--- src/rtl/platform_rom_arbiter_pkg.sv ---
// Shared definitions for the platform/wall tile ROM and its requesters.
package platform_rom_arbiter_pkg;

  localparam int unsigned ADDR_W       = 11;  // {row[6:0], col[3:0]}
  localparam int unsigned DATA_W       = 12;  // RGB444
  localparam int unsigned STARVE_LIMIT = 64;
  localparam int unsigned WAIT_W       = 8;

  localparam logic [DATA_W-1:0] TRANSPARENT = 12'h6DE;

  // Owner of the ROM access travelling down the pipeline
  typedef enum logic [1:0] {
    TAG_NONE = 2'd0,
    TAG_PIX  = 2'd1,
    TAG_COL  = 2'd2
  } rom_tag_e;

  // Collision request tracking: at most one access outstanding
  typedef enum logic {
    C_IDLE = 1'b0,
    C_WAIT = 1'b1
  } col_state_e;

  // A tile colour counts as solid unless it is the colour key
  function automatic logic is_opaque(input logic [DATA_W-1:0] colour);
    return colour != TRANSPARENT;
  endfunction

endpackage

--- src/rtl/platform_rom_arbiter_tag_pipe.sv ---
// Two-stage tag shift register following each access through ROM latency.
module rom_tag_pipe
  import platform_rom_arbiter_pkg::*;
(
  input  logic       clk,
  input  logic       rst_n,
  input  logic [1:0] i_tag,
  output logic [1:0] o_tag_s2
);

  logic [1:0] r_tag_s1;
  logic [1:0] r_tag_s2;

  // Stage 1 aligns with mem_en/mem_addr, stage 2 with mem_data; reset flushes both
  always_ff @(posedge clk or negedge rst_n) begin
    if (!rst_n) begin
      r_tag_s1 <= 2'(TAG_NONE);
      r_tag_s2 <= 2'(TAG_NONE);
    end else begin
      r_tag_s1 <= i_tag;
      r_tag_s2 <= r_tag_s1;
    end
  end

  assign o_tag_s2 = r_tag_s2;

endmodule

--- src/rtl/platform_rom_arbiter.sv ---
// Fixed-priority arbiter sharing the tile ROM between renderer and collision unit.
module platform_rom_arbiter
  import platform_rom_arbiter_pkg::*;
(
  input  logic              clk,
  input  logic              rst_n,
  input  logic              i_pix_req,
  input  logic [ADDR_W-1:0] i_pix_addr,
  output logic              o_pix_valid,
  output logic [DATA_W-1:0] o_pix_data,
  output logic              o_pix_opaque,
  input  logic              i_col_req,
  input  logic [ADDR_W-1:0] i_col_addr,
  output logic              o_col_gnt,
  output logic              o_col_valid,
  output logic [DATA_W-1:0] o_col_data,
  output logic              o_col_opaque,
  output logic              o_mem_en,
  output logic [ADDR_W-1:0] o_mem_addr,
  input  logic [DATA_W-1:0] i_mem_data,
  output logic              o_starve_err
);

  col_state_e        r_col_state;
  col_state_e        w_col_state_nxt;
  rom_tag_e          w_issue_tag;
  logic              w_col_gnt;
  logic [1:0]        w_tag_s2;
  logic [WAIT_W-1:0] r_wait_cnt;
  logic [WAIT_W-1:0] w_wait_nxt;

  logic              r_mem_en;
  logic [ADDR_W-1:0] r_mem_addr;
  logic              r_pix_valid;
  logic [DATA_W-1:0] r_pix_data;
  logic              r_pix_opaque;
  logic              r_col_valid;
  logic [DATA_W-1:0] r_col_data;
  logic              r_col_opaque;
  logic              r_starve_err;

  // Arbitration: render always wins; collision only when nothing of its own is in flight
  always_comb begin
    w_col_gnt   = rst_n & i_col_req & ~i_pix_req & (r_col_state == C_IDLE);
    w_issue_tag = TAG_NONE;
    if (i_pix_req) begin
      w_issue_tag = TAG_PIX;
    end else if (w_col_gnt) begin
      w_issue_tag = TAG_COL;
    end
  end

  // Collision FSM state register
  always_ff @(posedge clk or negedge rst_n) begin
    if (!rst_n) begin
      r_col_state <= C_IDLE;
    end else begin
      r_col_state <= w_col_state_nxt;
    end
  end

  // Collision FSM next state: busy from grant until its result is delivered
  always_comb begin
    w_col_state_nxt = r_col_state;
    case (r_col_state)
      C_IDLE:  if (w_col_gnt)   w_col_state_nxt = C_WAIT;
      C_WAIT:  if (r_col_valid) w_col_state_nxt = C_IDLE;
      default: w_col_state_nxt = C_IDLE;
    endcase
  end

  // Issue stage: address holds when the ROM is idle
  always_ff @(posedge clk or negedge rst_n) begin
    if (!rst_n) begin
      r_mem_en   <= 1'b0;
      r_mem_addr <= '0;
    end else begin
      r_mem_en <= (w_issue_tag != TAG_NONE);
      if (i_pix_req) begin
        r_mem_addr <= i_pix_addr;
      end else if (w_col_gnt) begin
        r_mem_addr <= i_col_addr;
      end
    end
  end

  rom_tag_pipe u_tag_pipe (
    .clk      (clk),
    .rst_n    (rst_n),
    .i_tag    (w_issue_tag),
    .o_tag_s2 (w_tag_s2)
  );

  // Result capture: steer ROM data to its owner, other owner's data holds
  always_ff @(posedge clk or negedge rst_n) begin
    if (!rst_n) begin
      r_pix_valid  <= 1'b0;
      r_pix_data   <= '0;
      r_pix_opaque <= 1'b0;
      r_col_valid  <= 1'b0;
      r_col_data   <= '0;
      r_col_opaque <= 1'b0;
    end else begin
      r_pix_valid <= (w_tag_s2 == 2'(TAG_PIX));
      r_col_valid <= (w_tag_s2 == 2'(TAG_COL));
      if (w_tag_s2 == 2'(TAG_PIX)) begin
        r_pix_data   <= i_mem_data;
        r_pix_opaque <= is_opaque(i_mem_data);
      end
      if (w_tag_s2 == 2'(TAG_COL)) begin
        r_col_data   <= i_mem_data;
        r_col_opaque <= is_opaque(i_mem_data);
      end
    end
  end

  // Wait counter next value: saturating count of consecutive ungranted request cycles
  always_comb begin
    w_wait_nxt = '0;
    if (i_col_req && !w_col_gnt) begin
      w_wait_nxt = (r_wait_cnt == '1) ? r_wait_cnt : r_wait_cnt + WAIT_W'(1);
    end
  end

  // Wait counter and sticky starvation flag
  always_ff @(posedge clk or negedge rst_n) begin
    if (!rst_n) begin
      r_wait_cnt   <= '0;
      r_starve_err <= 1'b0;
    end else begin
      r_wait_cnt <= w_wait_nxt;
      if (w_wait_nxt >= WAIT_W'(STARVE_LIMIT)) begin
        r_starve_err <= 1'b1;
      end
    end
  end

  assign o_col_gnt    = w_col_gnt;
  assign o_mem_en     = r_mem_en;
  assign o_mem_addr   = r_mem_addr;
  assign o_pix_valid  = r_pix_valid;
  assign o_pix_data   = r_pix_data;
  assign o_pix_opaque = r_pix_opaque;
  assign o_col_valid  = r_col_valid;
  assign o_col_data   = r_col_data;
  assign o_col_opaque = r_col_opaque;
  assign o_starve_err = r_starve_err;

endmodule

--- config.mk ---
export PLATFORM = sky130hd
export DESIGN_NAME = platform_rom_arbiter
export DESIGN_NICKNAME = d
export VERILOG_FILES = /design/src/rtl/platform_rom_arbiter_pkg.sv /design/src/rtl/platform_rom_arbiter_tag_pipe.sv /design/src/rtl/platform_rom_arbiter.sv
export SDC_FILE = /design/constraint.sdc
export NUM_CORES = 1
export LEC_CHECK = 0
export CAP_MARGIN = 20
export CORE_UTILIZATION = 48
export DETAILED_ROUTE_END_ITERATION = 10
export PLACE_DENSITY = 0.95
export SLEW_MARGIN = 20
export SYNTH_ARGS = -nofsm -noshare
export SYNTH_HDL_FRONTEND = slang
export SYNTH_SLANG_ARGS = --single-unit
--- constraint.sdc ---
create_clock -name clk -period 4.3 [get_ports clk]
set_input_delay 0.86 -clock clk [delete_from_list [all_inputs] [get_ports clk]]
set_output_delay 0.86 -clock clk [all_outputs]
set_load 0.02 [all_outputs]
==> flow_metrics.py, run 1 <==
metrics = {
    "status": {
        "run_status": "finished clean",
    },
    "cts": {
        "cts_tree": "done",
        "cts.sinks": 54,
        "cts.path.max_buffers": 2,
        "post-cts-setup-buffer-count": 0,
        "cts-htree-levels": 2,
        "cts_inserted_buffers": 5,
        "cts_resized": 0,
        "clk_root_buffer_cell": "sky130_fd_sc_hd__clkbuf_8",
        "worstSkewPairLatency_ns": 0.32,
        "cts_hold_buffers": 0,
        "clkSlewWorstSetupHoldPaths_ns": 0.10,
    },
    "sta": {
        "finalWorstPathRequiredPeriod_ns": 3.23,
        "max_freq_mhz": 310,
        "totalNegativeSetupSlack_ns": 0,
        "final_min_period_over_clock_period_pct": 75.0,
        "max-slew-margin-rel_pct": 52.9,
        "worst_pin_slew_ns": 0.706,
        "rsz0062_at_grt": "false",
        "finalSetupViolations": 0,
        "report.final.slew_viol_count": 0,
        "timing_hold_violations_final": 0,
        "finClkSkew_ns": 0.00948,
    },
    "grt": {
        "grt_pass1_vias": 1755,
        "grt_start_max_net_pins": 55,
        "grt.total_usage_pct": 23.1,
        "first_pass_grt_wire_length_um": 8570,
        "grt_residual_overflow": 0,
        "antenna_found_initial": 0,
    },
    "min_path": {
        "hold_class": "reg -> reg",
    },
    "floorplan": {
        "num_rows": 24,
        "die_area_um2": 4890,
        "die_x_um": 69.9,
        "start_util_pct": 50.5,
        "core_um2": 4380,
        "ioPinCount": 80,
        "floorplan.die.height_um": 69.9,
    },
    "yosys": {
        "synth_seq_cells": 54,
        "synth.yosys.warnings": 0,
        "synth-edff-count": 0,
        "postSynth.topFlopCell": "sky130_fd_sc_hd__dfrtp_1",
        "synthesis.area_um2": 2220,
        "syn-instance-count": 167,
        "synth_top_cell_by_area": "sky130_fd_sc_hd__dfrtp_1",
        "synth_top_cells_by_count": "sky130_fd_sc_hd__dfrtp_1, sky130_fd_sc_hd__mux2_2, sky130_fd_sc_hd__nand2_1",
        "synth_top_area_share_pct": 61.0,
        "syn_nets": 206,
        "synth_area_leaders": "sky130_fd_sc_hd__dfrtp_1, sky130_fd_sc_hd__mux2_2, sky130_fd_sc_hd__mux2i_1",
        "share_of_flip_flops_with_an_asynchronous_set_or_reset_pct": 100,
        "synth_cell_type_count": 32,
        "synth_most_common_cell": "sky130_fd_sc_hd__dfrtp_1",
        "synth_area_per_cell_um2": 13.3,
        "synth_seq_area_share_pct": 61.0,
    },
    "final_layout": {
        "layout-area-overhead-vs-synth_pct": 42.5,
        "nNetsFinal": 287,
        "antenna_cells": 0,
        "final_layout_size_suffix_gt1_share_pct": 16.1,
        "finalInstanceArea_um2": 3160,
    },
    "critical_path": {
        "top_family_by_delay_on_critical_path": "buffers and inverters",
        "endpoint_kind": "primary output",
        "worstPathRequired_ns": 3.44,
        "biggest_fanout_along_the_worst_timing_path": 3,
        "max_stage_delay_ns": 0.69,
        "crit_path_start_kind": "input port",
        "path_class": "in -> out",
        "crit_path_top_delay_cell": "sky130_fd_sc_hd__clkdlybuf4s50_1",
        "worst-path-buf-inv": 2,
        "crit_path_frequent_cell": "sky130_fd_sc_hd__clkdlybuf4s50_1",
        "worst-endpoint-arrival_ns": 2.37,
        "series_of_cell_instances_along_the_critical_path": "clkdlybuf4s50_1, nor4b_4, clkdlybuf4s50_1",
        "r2r_setup_slack_ns": 2.48,
    },
    "power": {
        "combPwrFrac_pct": 33.0,
        "swShare_pct": 31.3,
        "seqPwrFrac_pct": 43.8,
        "internal_power_uw": 1060,
        "total_leakage_power_uw": 0.00132,
        "clockPowerShare_pct": 23.1,
        "ratio_of_total_power_to_cell_area_nw_per_um2": 489,
        "power.ir.vdd_worst_mv": 0.361,
        "power.switching_uw": 483,
    },
    "placed_design": {
        "dp.final_hpwl_um": 3540,
        "place.gp.congestion": 0.759,
        "placedInstanceArea_um2": 3040,
        "io_buffers": 79,
    },
    "routing": {
        "routed.top_layer": "met4",
        "vias": 1592,
        "detail_route.drc_violations": 0,
        "first_pass_iters": 4,
        "wl_met3_um": 178,
        "routedLengthMet1_um": 2010,
        "met2_wirelength_um": 2700,
        "ant_nets": 0,
        "detail_route.wirelength_um": 5010,
        "post_drt_wl_per_cell_um": 16.6,
        "vias_per_cell": 5.29,
        "first_iter_violations": 79,
    },
    "flow_run": {
        "max_cap_violations": 0,
    },
}
[registers in the layout, indices dropped and copies added, names as in the netlist, 2 cells and up]
register / flops
o_mem_addr: 11
o_col_data: 12
u_tag_pipe.o_tag_s2: 2
u_tag_pipe.r_tag_s1: 2
r_wait_cnt: 8
o_pix_data: 12
[routing by layer]
metal	vias to the layer above	global-route usage [%]
met5	-	0
met4	0	10.4
met3	9	5.34
met2	44	40.0
met1	788	27.2
li1	751	-
[worst register-to-register path, cell delays in order (launching register included)]
cell and delay, ns:
sky130_fd_sc_hd__dfrtp_1 0.44, sky130_fd_sc_hd__ha_1 0.27, sky130_fd_sc_hd__and4_1 0.27, sky130_fd_sc_hd__nor4b_1 0.32
sky130_fd_sc_hd__nor3b_1 0.11, sky130_fd_sc_hd__or3_1 0.32
[kinds of logic after synthesis]
kind of cell,count (synthesis),synth area share [%]
AOI/OAI and AO/OA,23,6.55
xor gates and xnor gates,3,1.19
and+or+nand+nor,38,10.3
muxes,36,17.6
buffers and inverters,12,2.82
DFF,54,61.0
adders and majority gates,1,0.565
[final timing paths]
path,startpoint,end,cells after the start
min reg2reg,u_tag_pipe.r_tag_s1[1],u_tag_pipe.o_tag_s2[1],0
min,u_tag_pipe.r_tag_s1[1],u_tag_pipe.o_tag_s2[1],0
max in group asynchronous,rst_n,o_pix_data[5],2
max reg2reg,r_wait_cnt[0],o_starve_err,5
max,i_col_req,o_col_gnt,3
min in group asynchronous,rst_n,u_tag_pipe.r_tag_s1[0],2
[power groups by stage]
stage	Combinational [uW]	Sequential, uW	Clock, uW
after floorplan	124	795	0
after global placement	496	677	0
after detailed placement	509	686	0
after CTS	515	678	366
after global routing	537	688	381
final	510	676	357
[stage by stage]
step           setup slack, ns  cells  total power, uW  hold WS [ns]  utilization (%)
4_1_cts                   1.07    301             1560         0.359             72.0
3_3_place_gp              1.10    293             1170         0.333             69.4
3_5_place_dp              1.08    293             1200         0.336             69.4
2_1_floorplan             1.79    167              919         0.331                -
5_1_grt                   1.03    301             1610         0.367             72.0
6_report                  1.07    301             1540         0.356             72.0
[cells in the final DEF (no fill, tap or decap), types with 2 or more instances in the layout]
master,synthesis,routed
sky130_fd_sc_hd__buf_4,0,3
sky130_fd_sc_hd__nand2b_1,2,2
sky130_fd_sc_hd__mux2_2,24,24
sky130_fd_sc_hd__o21ai_1,7,7
sky130_fd_sc_hd__a21oi_1,3,3
sky130_fd_sc_hd__nor4b_1,2,2
sky130_fd_sc_hd__o21ai_0,6,6
sky130_fd_sc_hd__inv_1,4,4
sky130_fd_sc_hd__nor3_1,2,2
sky130_fd_sc_hd__nor2_1,4,4
sky130_fd_sc_hd__mux2i_1,12,12
sky130_fd_sc_hd__or2_2,2,2
sky130_fd_sc_hd__nand4_1,2,2
sky130_fd_sc_hd__inv_6,0,2
sky130_fd_sc_hd__clkdlybuf4s50_1,0,78
sky130_fd_sc_hd__nand4b_1,2,2
sky130_fd_sc_hd__nand3_1,2,2
sky130_fd_sc_hd__a31oi_1,2,2
sky130_fd_sc_hd__o21bai_1,2,2
sky130_fd_sc_hd__xnor2_1,3,3
sky130_fd_sc_hd__clkbuf_8,0,5
sky130_fd_sc_hd__nand2_1,14,14
sky130_fd_sc_hd__dfrtp_1,54,54
[cell type report]
class	count	area, um2
Inverter	4	15.0
Tap cell	52	65.1
Clock buffer	5	68.8
Clock inverter	3	47.5
Multi-Input combinational cell	101	802
Fill cell	312	1230
Sequential cell	54	1350
Timing Repair Buffer	82	808
(Power assumes the default switching activity.)
==> run 2, diff against run 1 <==
--- a/config.mk
+++ b/config.mk
@@ -6,9 +6,9 @@
 export NUM_CORES = 1
 export LEC_CHECK = 0
 export CAP_MARGIN = 20
-export CORE_UTILIZATION = 48
+export CORE_UTILIZATION = 44
 export DETAILED_ROUTE_END_ITERATION = 10
-export PLACE_DENSITY = 0.95
+export PLACE_DENSITY = 0.89
 export SLEW_MARGIN = 20
 export SYNTH_ARGS = -nofsm -noshare
 export SYNTH_HDL_FRONTEND = slang
==> constraint.sdc (replaced) <==
create_clock -name clk -period 3.1 [get_ports clk]
set_input_delay 0.62 -clock clk [delete_from_list [all_inputs] [get_ports clk]]
set_output_delay 0.62 -clock clk [all_outputs]
set_load 0.02 [all_outputs]
==> run 2 against run 1 <==
Net effect: clock skew is 0.00050 ns lower; via count is 1.0% lower; critical path depth stayed put; cell count is 4.7% higher; first-iteration DRC count is 22% lower; routed wire length is 6.6% lower; critical path type unchanged; count of clock-buffer cells in the layout stayed put; largest power group unchanged; die area is 8.8% higher; non-clock buffer count stayed put; hold slack better by 0.011 ns; utilization is 5.8 points lower.
==> flow_metrics.py, run 2 (synthesized netlist as in run 1, its figures left out) <==
metrics = {
    "status": {
        "run_status": "finished clean",
    },
    "placed_design": {
        "place.gp.congestion": 0.831,
        "io_buffers": 79,
        "dp.final_hpwl_um": 3360,
    },
    "final_layout": {
        "most_frequent_standard_cell_in_the_layout_excluding_fill_and_tap_cells": "sky130_fd_sc_hd__clkdlybuf4s50_1",
        "antenna_cells": 0,
        "final_core_util_pct": 66.2,
        "sequential_cell_area_um2": 1350,
        "layout-area-overhead-vs-synth_pct": 43.0,
        "layout.filler_cells": 363,
        "leading_cell_types_in_the_layout_fill_and_taps_excluded": "sky130_fd_sc_hd__clkdlybuf4s50_1, sky130_fd_sc_hd__dfrtp_1, sky130_fd_sc_hd__mux2_2, sky130_fd_sc_hd__nand2_1, sky130_fd_sc_hd__mux2i_1",
        "nNetsFinal": 287,
        "final_layout_size_suffix_gt1_share_pct": 15.7,
        "area_occupied_by_multi_input_gates_um2": 802,
    },
    "cts": {
        "cts.sinks": 54,
        "cts_tree": "done",
        "cts_resized": 0,
        "worstSkewPairLatency_ns": 0.30,
        "clk_root_buffer_cell": "sky130_fd_sc_hd__clkbuf_8",
        "post-cts-setup-buffer-count": 0,
        "cts-htree-levels": 2,
        "cts_hold_buffers": 0,
        "cts.path.max_buffers": 2,
        "cts_inserted_buffers": 5,
        "clkSlewWorstSetupHoldPaths_ns": 0.10,
    },
    "critical_path": {
        "worstPathRequired_ns": 2.48,
        "timing.rr.end": "o_starve_err",
        "series_of_cell_instances_along_the_critical_path": "clkdlybuf4s50_1, nor4b_4, clkdlybuf4s50_1",
        "endpoint_kind": "primary output",
        "path_class": "in -> out",
        "r2r_setup_slack_ns": 1.31,
        "top_family_by_delay_on_critical_path": "buffers and inverters",
        "timing.rr.start": "r_wait_cnt[0]",
        "crit_path_frequent_cell": "sky130_fd_sc_hd__clkdlybuf4s50_1",
        "max_stage_delay_ns": 0.68,
        "crit_path_start_kind": "input port",
        "worst-endpoint-arrival_ns": 2.14,
        "biggest_fanout_along_the_worst_timing_path": 3,
        "worst-path-buf-inv": 2,
        "timing.critical_path.from": "i_col_req",
        "worst-r2r-cell-count": 5,
        "crit_path_top_delay_cell": "sky130_fd_sc_hd__clkdlybuf4s50_1",
    },
    "sta": {
        "worst_pin_slew_ns": 0.721,
        "timing_hold_violations_final": 0,
        "report.final.slew_viol_count": 0,
        "final_min_period_over_clock_period_pct": 89.2,
        "totalNegativeSetupSlack_ns": 0,
        "finalWorstPathRequiredPeriod_ns": 2.76,
        "max_freq_mhz": 362,
        "max-slew-margin-rel_pct": 52.0,
        "finalSetupViolations": 0,
        "rsz0062_at_grt": "false",
        "finClkSkew_ns": 0.00897,
    },
    "grt": {
        "first_pass_grt_wire_length_um": 7790,
        "grt_pass1_vias": 1601,
        "grt_start_max_net_pins": 55,
        "antenna_found_initial": 0,
        "grt_residual_overflow": 0,
        "grt.total_usage_pct": 19.4,
    },
    "routing": {
        "post_drt_wl_per_cell_um": 14.8,
        "first_iter_violations": 62,
        "detail_route.drc_violations": 0,
        "ant_nets": 0,
        "first_pass_iters": 4,
        "detail_route.wirelength_um": 4680,
        "vias": 1576,
        "vias_per_cell": 5.00,
    },
    "power": {
        "ratio_of_total_power_to_cell_area_nw_per_um2": 660,
        "clockPowerShare_pct": 21.9,
        "total_leakage_power_uw": 0.00131,
        "internal_power_uw": 1460,
        "power.switching_uw": 631,
        "combPwrFrac_pct": 33.4,
        "swShare_pct": 30.1,
        "seqPwrFrac_pct": 44.6,
        "power.ir.vdd_worst_mv": 0.342,
    },
    "floorplan": {
        "die_x_um": 73.0,
        "floorplan.die.height_um": 73.0,
        "core_um2": 4790,
        "num_rows": 25,
        "die_area_um2": 5320,
        "ioPinCount": 80,
        "start_util_pct": 46.3,
    },
    "min_path": {
        "min_delay_path_depth": 0,
        "hold_class": "reg -> reg",
        "timing.hold.worst.start": "u_tag_pipe.r_tag_s1[1]",
        "hold-path-endpoint": "u_tag_pipe.o_tag_s2[1]",
    },
    "flow_run": {
        "max_cap_violations": 0,
    },
}
==> run 2: cell types whose count changed in the layout (fill, tap and decap cells not counted), sizes merged <==
cell	change
inv	-2
clkinv	+1
==> run 2: power groups by stage <==
| stage | clock network, uW | registers (uW) | logic, uW |
|---|---|---|---|
| floorplan | 0 | 1100 | 172 |
| global placement | 0 | 940 | 691 |
| detailed placement | 0 | 947 | 704 |
| CTS | 471 | 934 | 709 |
| global route | 505 | 953 | 738 |
| finish | 459 | 933 | 699 |
==> run 2: final cells by class <==
type / instances / area share, %
tap: 67 / 2.65
timing repair buffer: 82 / 25.5
clock buffer: 5 / 2.17
sequential: 54 / 42.7
inverter: 4 / 0.474
clock inverter: 2 / 1.22
multi-input combinational: 101 / 25.3
==> run 2: stage by stage <==
step                hold WS [ns]  instances  area [um2]  power (uW)  setup WS, ns
finish                     0.368        315        3170        2090         0.335
global placement           0.334        308        3060        1630         0.310
floorplan                  0.324        167        2220        1280          1.07
global route               0.379        315        3170        2200         0.254
detailed placement         0.348        308        3060        1650         0.309
CTS                        0.372        315        3170        2110         0.293
==> run 2: worst max-delay path by stage <==
stage                            to  slack (ns)  cells after the start
after floorplan           o_col_gnt        1.07                      3
after global routing      o_col_gnt        0.25                      3
after CTS                 o_col_gnt        0.29                      3
final                     o_col_gnt        0.34                      3
after global placement    o_col_gnt        0.31                      3
after detailed placement  o_col_gnt        0.31                      3
==> run 2: per-layer routing <==
metal | GRT usage, % | vias up | wire (um)
met5 | 0 | - | 0
met4 | 7.19 | 0 | 76
met3 | 4.83 | 7 | 192
met2 | 30.4 | 40 | 2310
met1 | 26.3 | 774 | 2100
li1 | - | 755 | -
